$ cat config.mk
export PLATFORM = sky130hd
export DESIGN_NAME = mips_decode_queue
export DESIGN_NICKNAME = d
export VERILOG_FILES = /design/src/rtl/mips_decode_queue.sv
export SDC_FILE = /design/constraint.sdc
export NUM_CORES = 1
export LEC_CHECK = 0
export CAP_MARGIN = 20
export CORE_UTILIZATION = 54
export CTS_CLUSTER_DIAMETER = 60
export DETAILED_ROUTE_END_ITERATION = 7
export GPL_ROUTABILITY_DRIVEN = 0
export HOLD_SLACK_MARGIN = 0.06
export PLACE_DENSITY = 0.8
export SYNTH_ARGS = -nofsm -noshare
export SYNTH_HDL_FRONTEND = slang
export SYNTH_SLANG_ARGS = --single-unit
$ cat constraint.sdc
create_clock -name clock_i -period 5.2 [get_ports clock_i]
set_input_delay 1.04 -clock clock_i [delete_from_list [all_inputs] [get_ports clock_i]]
set_output_delay 1.04 -clock clock_i [all_outputs]
set_load 0.02 [all_outputs]
$ cat src/rtl/mips_decode_queue.sv
`default_nettype none
// ============================================================================
// Module   : mips_decode_queue
// Purpose  : Registered, queued MIPS decoder. Instructions arrive over a
//            valid/ready handshake, are decoded at acceptance into ALU
//            control plus register/immediate fields, and are buffered in a
//            DEPTH-entry FIFO that feeds the execute stage. A sticky
//            exception flag records any accepted illegal instruction and,
//            with HALT_ON_EXC=1, stalls the front end until cleared.
// Ports    : clock_i / reset_n_i      clock, async active-low reset
//            in_valid_i / in_ready_o  input handshake, in_inst_i 32-bit word
//            out_valid_o / out_ready_i head-of-queue handshake
//            out_alu_op_o, out_alu_src2_o, out_rd_src_o, out_writeenable_o,
//            out_except_o, out_rs_o, out_rt_o, out_rd_o, out_imm_o
//                                     decoded head entry (0 when not valid)
//            count_o                  FIFO occupancy
//            exc_pending_o / exc_clear_i sticky exception flag and its clear
//            stat_decoded_o / stat_except_o  saturating counters, present
//                                     only when DECODE_STATS_EN is defined
// Config   : DECODE_STATS_EN (macro) enables the statistics counters.
// Revision : 1.0 - initial release
// ============================================================================
module mips_decode_queue #(
    parameter int DEPTH       = 4,
    parameter bit HALT_ON_EXC = 1'b1
) (
    input  logic                       clock_i,
    input  logic                       reset_n_i,
    input  logic                       in_valid_i,
    output logic                       in_ready_o,
    input  logic [31:0]                in_inst_i,
    output logic                       out_valid_o,
    input  logic                       out_ready_i,
    output logic [2:0]                 out_alu_op_o,
    output logic [1:0]                 out_alu_src2_o,
    output logic                       out_rd_src_o,
    output logic                       out_writeenable_o,
    output logic                       out_except_o,
    output logic [4:0]                 out_rs_o,
    output logic [4:0]                 out_rt_o,
    output logic [4:0]                 out_rd_o,
    output logic [15:0]                out_imm_o,
    output logic [$clog2(DEPTH+1)-1:0] count_o,
    output logic                       exc_pending_o,
    input  logic                       exc_clear_i
`ifdef DECODE_STATS_EN
    ,
    output logic [15:0]                stat_decoded_o,
    output logic [15:0]                stat_except_o
`endif
);

    localparam int CW = $clog2(DEPTH + 1);
    localparam int PW = (DEPTH > 1) ? $clog2(DEPTH) : 1;

    // Register/immediate fields are kept as the raw low 26 instruction bits;
    // rs/rt/rd/imm are sliced from them on the way out.
    typedef struct packed {
        logic [2:0]  alu_op;
        logic [1:0]  src2;
        logic        rd_src;
        logic        we;
        logic        except;
        logic [25:0] fields;
    } entry_t;

    entry_t          dec;
    entry_t          head;
    entry_t          mem_q [DEPTH];
    logic [PW-1:0]   wr_ptr_q, wr_ptr_d;
    logic [PW-1:0]   rd_ptr_q, rd_ptr_d;
    logic [CW-1:0]   count_q, count_d;
    logic            exc_pending_q, exc_pending_d;
    logic            push, pop, full, halted;

    // ------------------------------------------------------------------
    // Decode of the incoming word
    // ------------------------------------------------------------------
    always_comb begin
        dec        = '0;
        dec.fields = in_inst_i[25:0];
        dec.we     = 1'b1;
        unique case (in_inst_i[31:26])
            6'h00: begin
                case (in_inst_i[5:0])
                    6'h20:   dec.alu_op = 3'd2;
                    6'h22:   dec.alu_op = 3'd3;
                    6'h24:   dec.alu_op = 3'd4;
                    6'h25:   dec.alu_op = 3'd5;
                    6'h27:   dec.alu_op = 3'd6;
                    6'h26:   dec.alu_op = 3'd7;
                    default: begin
                        dec.except = 1'b1;
                        dec.we     = 1'b0;
                    end
                endcase
            end
            6'h08: begin dec.alu_op = 3'd2; dec.src2 = 2'd1; dec.rd_src = 1'b1; end
            6'h0c: begin dec.alu_op = 3'd4; dec.src2 = 2'd2; dec.rd_src = 1'b1; end
            6'h0d: begin dec.alu_op = 3'd5; dec.src2 = 2'd2; dec.rd_src = 1'b1; end
            6'h0e: begin dec.alu_op = 3'd7; dec.src2 = 2'd2; dec.rd_src = 1'b1; end
            default: begin
                dec.except = 1'b1;
                dec.we     = 1'b0;
            end
        endcase
    end

    // ------------------------------------------------------------------
    // Handshake and FIFO bookkeeping
    // ------------------------------------------------------------------
    assign full        = (count_q == CW'(DEPTH));
    assign halted      = HALT_ON_EXC && exc_pending_q;
    // Full blocks a push even if the head leaves this same cycle.
    assign in_ready_o  = !full && !halted;
    assign out_valid_o = (count_q != '0);
    assign push        = in_valid_i && in_ready_o;
    assign pop         = out_valid_o && out_ready_i;

    always_comb begin
        // DEPTH is a power of two, so pointer wrap is natural overflow.
        wr_ptr_d = wr_ptr_q + PW'(push);
        rd_ptr_d = rd_ptr_q + PW'(pop);
        count_d  = count_q + CW'(push) - CW'(pop);
        // A newly accepted exception takes priority over a clear.
        if (push && dec.except)
            exc_pending_d = 1'b1;
        else if (exc_clear_i)
            exc_pending_d = 1'b0;
        else
            exc_pending_d = exc_pending_q;
    end

    always_ff @(posedge clock_i or negedge reset_n_i) begin
        if (!reset_n_i) begin
            wr_ptr_q      <= '0;
            rd_ptr_q      <= '0;
            count_q       <= '0;
            exc_pending_q <= 1'b0;
        end else begin
            wr_ptr_q      <= wr_ptr_d;
            rd_ptr_q      <= rd_ptr_d;
            count_q       <= count_d;
            exc_pending_q <= exc_pending_d;
        end
    end

    // Storage needs no reset: entries are only visible while counted valid.
    always_ff @(posedge clock_i) begin
        if (push)
            mem_q[wr_ptr_q] <= dec;
    end

    // ------------------------------------------------------------------
    // Head presentation, masked to zero when the queue is empty
    // ------------------------------------------------------------------
    assign head              = out_valid_o ? mem_q[rd_ptr_q] : '0;
    assign out_alu_op_o      = head.alu_op;
    assign out_alu_src2_o    = head.src2;
    assign out_rd_src_o      = head.rd_src;
    assign out_writeenable_o = head.we;
    assign out_except_o      = head.except;
    assign out_rs_o          = head.fields[25:21];
    assign out_rt_o          = head.fields[20:16];
    assign out_rd_o          = head.fields[15:11];
    assign out_imm_o         = head.fields[15:0];
    assign count_o           = count_q;
    assign exc_pending_o     = exc_pending_q;

`ifdef DECODE_STATS_EN
    logic [15:0] stat_decoded_q, stat_except_q;

    always_ff @(posedge clock_i or negedge reset_n_i) begin
        if (!reset_n_i) begin
            stat_decoded_q <= '0;
            stat_except_q  <= '0;
        end else begin
            if (push && (stat_decoded_q != 16'hFFFF))
                stat_decoded_q <= stat_decoded_q + 16'd1;
            if (push && dec.except && (stat_except_q != 16'hFFFF))
                stat_except_q <= stat_except_q + 16'd1;
        end
    end

    assign stat_decoded_o = stat_decoded_q;
    assign stat_except_o  = stat_except_q;
`endif

endmodule
`default_nettype wire

After elaboration in Yosys (flattened, before gate mapping). Memories as Yosys holds them, arrays and structs flattened. Cells that the tools add are included. W data, S select, Z words.

$add $sub $neg: 4. Muxes and demuxes: 10. Eq/ne operators: 11. Reductions and logical operators: 12.

Operator list (count): $eq A6 B6 Y1 const B (6); $mux W34 (1); $eq A6 B4 Y1 const B (4); $pmux W3 S6 (1); $pmux W3 S5 (1); $logic_not A6 Y1 (1); $pmux W3 S2 (1); $reduce_or A6 Y1 (1); $add A2 B1 Y2 (2); $logic_and A1 B1 Y1 (4); $mux W1 (4); $pmux W2 S2 (1); $reduce_or A4 Y1 (1); $add A3 B1 Y3 (1); $eq A3 B3 Y1 const B (1); $reduce_bool A3 Y1 (1); $reduce_or A3 Y1 (1); $sub A3 B1 Y3 (1); $logic_not A1 Y1 (2); $mux W2 (1); $reduce_bool A2 Y1 (1).

Bits in registers: 8. Output and inout bits: 45. Word-level logic and storage cells: 42. Memories: 1. RAM bits: 136. Input port bits: 37.

Memory list: mem_q (depth 4, width 34, read ports 1, clocked after Yosys merged registers in 0, wr ports 1, line 69) `entry_t mem_q [DEPTH];`.

Longest topological paths before layout.
Depth in word-level cells: 6. Depth in mapped cells: 9. Depth with buffers taken out: 9.

Worst setup path before layout. OpenSTA, ideal clock, no wires.

Path type: reg-to-reg. Start point: reg count_q[0] (netlist: count_o[0]). End point: mem mem_q[1][0] (netlist bit) (enable). Slack: 0.903 ns. Setup time: 0.475 ns. Data required time: 4.725 ns. Data arrival time: 3.822 ns. Buffers on the path: 0. Period minus slack after synthesis: 4.297 ns. Cell stages (with the launch flop): 5. Cell sequence: dfrtp_1 -> nor2_1 -> a21oi_1 -> nand2_1 -> nor3b_1.

Word-level cells in the longest chain between the ends: 6.

Ends and longest elaborated chain: start, declared (line 72) `logic [CW-1:0] count_q, count_d;`; start signal, assigned (line 143) `count_q <= count_d;`; $eq A3 B3 Y1 (line 112) `assign full = (count_q == CW'(DEPTH));`; $logic_not A1 Y1 (line 115) `assign in_ready_o = !full && !halted;`; $logic_and A1 B1 Y1 (line 115); net in_ready_o (line 30) `output logic in_ready_o,`; $logic_and A1 B1 Y1 (line 117) `assign push = in_valid_i && in_ready_o;`; $mux W1 (line 150) `if (push)`; $mux W1 (implied by the code) (line 151) `mem_q[wr_ptr_q] <= dec;`; end, declared (line 69).

The timed path passes the listed nets, and every way through them passes these cells.

Worst setup path in the final report.
Start point: reg rd_ptr_q[0]. End point: out out_rd_o[2].

Word-level cells in the longest chain between the ends: 2.

Ends and longest elaborated chain: start, declared (line 71) `logic [PW-1:0] rd_ptr_q, rd_ptr_d;`; start signal, assigned (line 142) `rd_ptr_q <= rd_ptr_d;`; $mem_v2 Z4 W34; $mux W34 (line 157) `assign head = out_valid_o ? mem_q[rd_ptr_q] : '0;`; end, declared (line 41) `output logic [4:0] out_rd_o,`.

Every way passes these cells.

==> flow_metrics.tcl <==
set metrics [dict create \
    dp_cells 484 \
    cp.arrival_ps 3020 \
    rrSetupSlack_ps 2390 \
    clock_skew_ps 10.3 \
    cts_buffers 17 \
    stdcell_area_um2 7330 \
    hpwl_um 6230 \
    crit_start "rd_ptr_q[0]$_DFF_PN0_" \
    route.detailed.drc 0 \
    grt_max_degree 36 \
    tns_ps 0 \
    die_area_um2 11200 \
    fmax_ghz 0.247 \
    synthCells 278 \
    setup_viol 0 \
    critPathLaunchType "flip-flop" \
    postCtsHoldBufs 0 \
    cp_max_fo 29 \
    final_util_pct 70.3 \
    nets 409 \
    dieHeight_um 106 \
    finalHoldViolations 0 \
    synth_fp_nets 320 \
    worst_pin_slew_ps 917 \
    cts_sinks 144 \
    timing.rr.start "count_o[0]$_DFF_PN0_" \
    rr_endpoint "count_o[2]$_DFF_PN0_" \
    post-route-period-util_pct 78.0 \
    clockBufferDepth 2 \
    synth_seq_cells 144 \
    synth_cell_types 32 \
    yosysSeqAreaShare_pct 73.3 \
    slowest_delay_ps 970 \
    leakage_uw 0.00249 \
    numPortBuffers 81 \
    path_class "reg2out" \
    start_util_pct 56.1 \
    grt_pass1_vias 2966 \
    netlist.area_leader.share_pct 69.9 \
    crit_path_end "out_rd_o[2]" \
    syn_area_per_cell_um2 21.0 \
    die_w_um 106 \
    syn_area_um2 5840 \
    cts-htree-levels 4 \
    synth.area.top_cells "edfxtp_1, mux4_2, dfrtp_1, nor2b_1, nor2b_4" \
    antenna_left 0 \
    min_path_type "reg2reg" \
    grt_overflow 0 \
    drive_gt1_share_pct 22.1 \
    n_antenna_cell 0 \
    period_minus_slack_ps 4060 \
    area_growth_pct 25.4 \
    ctsResizeCount 0 \
    vdd_drop_max_uv 418 \
    root_buffer "clkbuf_8" \
    cts_tree "yes" \
    drtPass1Iterations 4 \
    slew-limit-headroom_pct 38.8 \
    run_status "finished clean" \
    rsz0062_at_grt "no" \
    path_clk_slew_ps 70 \
    end_kind "output port" \
    via_count 2845 \
    post_cts_buffers 0 \
    crit_slowest_cell "dfrtp_2" \
    num_io_pins 82 \
    grt_antenna_before_repair 0 \
    rr_worst_depth 9 \
    drv_cap 0 \
    coreArea_um2 10400 \
    routed_wl_um 10200 \
    powerDensity_nw_per_um2 614 \
    clk-insertion-delay-late_ps 520 \
    grt_pass1_wl_um 15900 \
    wl_per_cell_um 19.8 \
    stdcell_count 516 \
    drt-initial-drc-count 211 \
    placed_area_um2 6740 \
    crit_required_ps 4160 \
    rows 37 \
    drv_slew 0 \
    viasPerCell 5.51 \
    synth_top_area_cell "edfxtp_1" \
    yosys_warnings 0 \
    path_cells "buf_4 -> mux4_2 -> nor2b_1 -> clkdlybuf4s50_1" \
    grt.total_usage_pct 19.7 \
]
## worst max-delay path, delay by kind of cell (launching register included)
kind | cells | cell delay [ps]
DFF | 1 | 970
buffers and inverters | 2 | 870
muxes | 1 | 500
and+or+nand+nor | 1 | 150
## flip-flops by register name, summed over array words and instances, names as in the netlist
signal,cells
mem_q,136
count_o,3
rd_ptr_q,2
exc_pending_o,1
wr_ptr_q,2
## per-layer routing
| metal | wire length (um) | GRT usage, % |
|---|---|---|
| met5 | 0 | 0 |
| met2 | 5330 | 32.7 |
| met3 | 586 | 4.17 |
| met4 | 89 | 7.44 |
| met1 | 4230 | 25.8 |
## report_power, final
part           switching, uW  internal [uW]  leakage [uW]
sequential               186           1480       0.00133
clock                    493            698      0.000282
combinational            751            890      0.000880
## how the worst min path moves through the flow
stage               slack (ps)  cells past startpoint                        end                       from
CTS                        570                      2  exc_pending_o$_DFFE_PN0P_  exc_pending_o$_DFFE_PN0P_
global route               600                      2  exc_pending_o$_DFFE_PN0P_  exc_pending_o$_DFFE_PN0P_
global placement           530                      1      wr_ptr_q[1]$_DFF_PN0_      wr_ptr_q[1]$_DFF_PN0_
detailed placement         550                      1      wr_ptr_q[1]$_DFF_PN0_      wr_ptr_q[1]$_DFF_PN0_
finish                     570                      2  exc_pending_o$_DFFE_PN0P_  exc_pending_o$_DFFE_PN0P_
floorplan                  490                      1      wr_ptr_q[1]$_DFF_PN0_      wr_ptr_q[1]$_DFF_PN0_
## area by class of cell
class,instances,area [um2]
Clock buffer,17,414
Clock inverter,15,171
Fill cell,636,3090
Inverter,8,30.0
Multi-Input combinational cell,109,1400
Sequential cell,144,4290
Tap cell,136,170
Timing Repair Buffer,87,856
## synth_stat cells
cell type	number
nor2_1	3
and3_1	2
ha_1	4
buf_12	3
buf_2	7
fa_1	1
nor3b_1	2
xnor2_1	3
nor4b_1	2
o22ai_2	1
nor2b_1	28
inv_1	8
mux4_1	4
nor2b_4	9
edfxtp_1	136
mux4_2	30
nor3_1	2
maj3_1	1
or3_1	1
mux2i_1	1
dfrtp_1	8
o31ai_1	1
nand2_1	2
nor3_4	1
buf_6	1
nand3_1	3
xor2_1	3
clkbuf_1	1
nand2b_1	1
o22ai_1	2
a21oi_1	2
buf_4	5
## metrics by stage
| stage | setup slack (ps) | total power, uW | hold slack [ps] |
|---|---|---|---|
| 3_3_place_gp | 1590 | 3330 | 534 |
| 2_1_floorplan | 903 | 2760 | 490 |
| 6_report | 1140 | 4500 | 569 |
| 5_1_grt | 903 | 4690 | 600 |
| 4_1_cts | 1030 | 4550 | 567 |
| 3_5_place_dp | 1590 | 3360 | 552 |
## placed cells by master (no fill, tap or decap), types with 2 or more instances in the layout
cell	instances
a21oi_1	2
buf_4	6
bufinv_16	2
clkbuf_16	16
clkdlybuf4s50_1	81
clkinvlp_4	2
dfrtp_1	6
dfrtp_2	2
edfxtp_1	136
ha_1	4
inv_1	8
inv_6	7
inv_8	2
mux4_1	4
mux4_2	30
nand2_1	2
nand3_1	3
nor2_1	3
nor2b_1	28
nor2b_4	9
nor3b_2	2
nor4b_1	2
o22ai_1	2
xnor2_1	3
xor2_1	3
## kinds of logic (layout without fill, tap and decap cells)
kind of cell    after synthesis  in the layout  synth area share [%]
xor+xnor                      6              6                 0.899
buf+inv                      25            127                  3.04
simple gates                 56             56                  7.13
fa+ha+maj                     6              6                  1.37
flops                       144            144                  73.3
mux                          35             35                  13.5
compound gates                6              6                 0.728
Power figures use the tool's default switching activity.
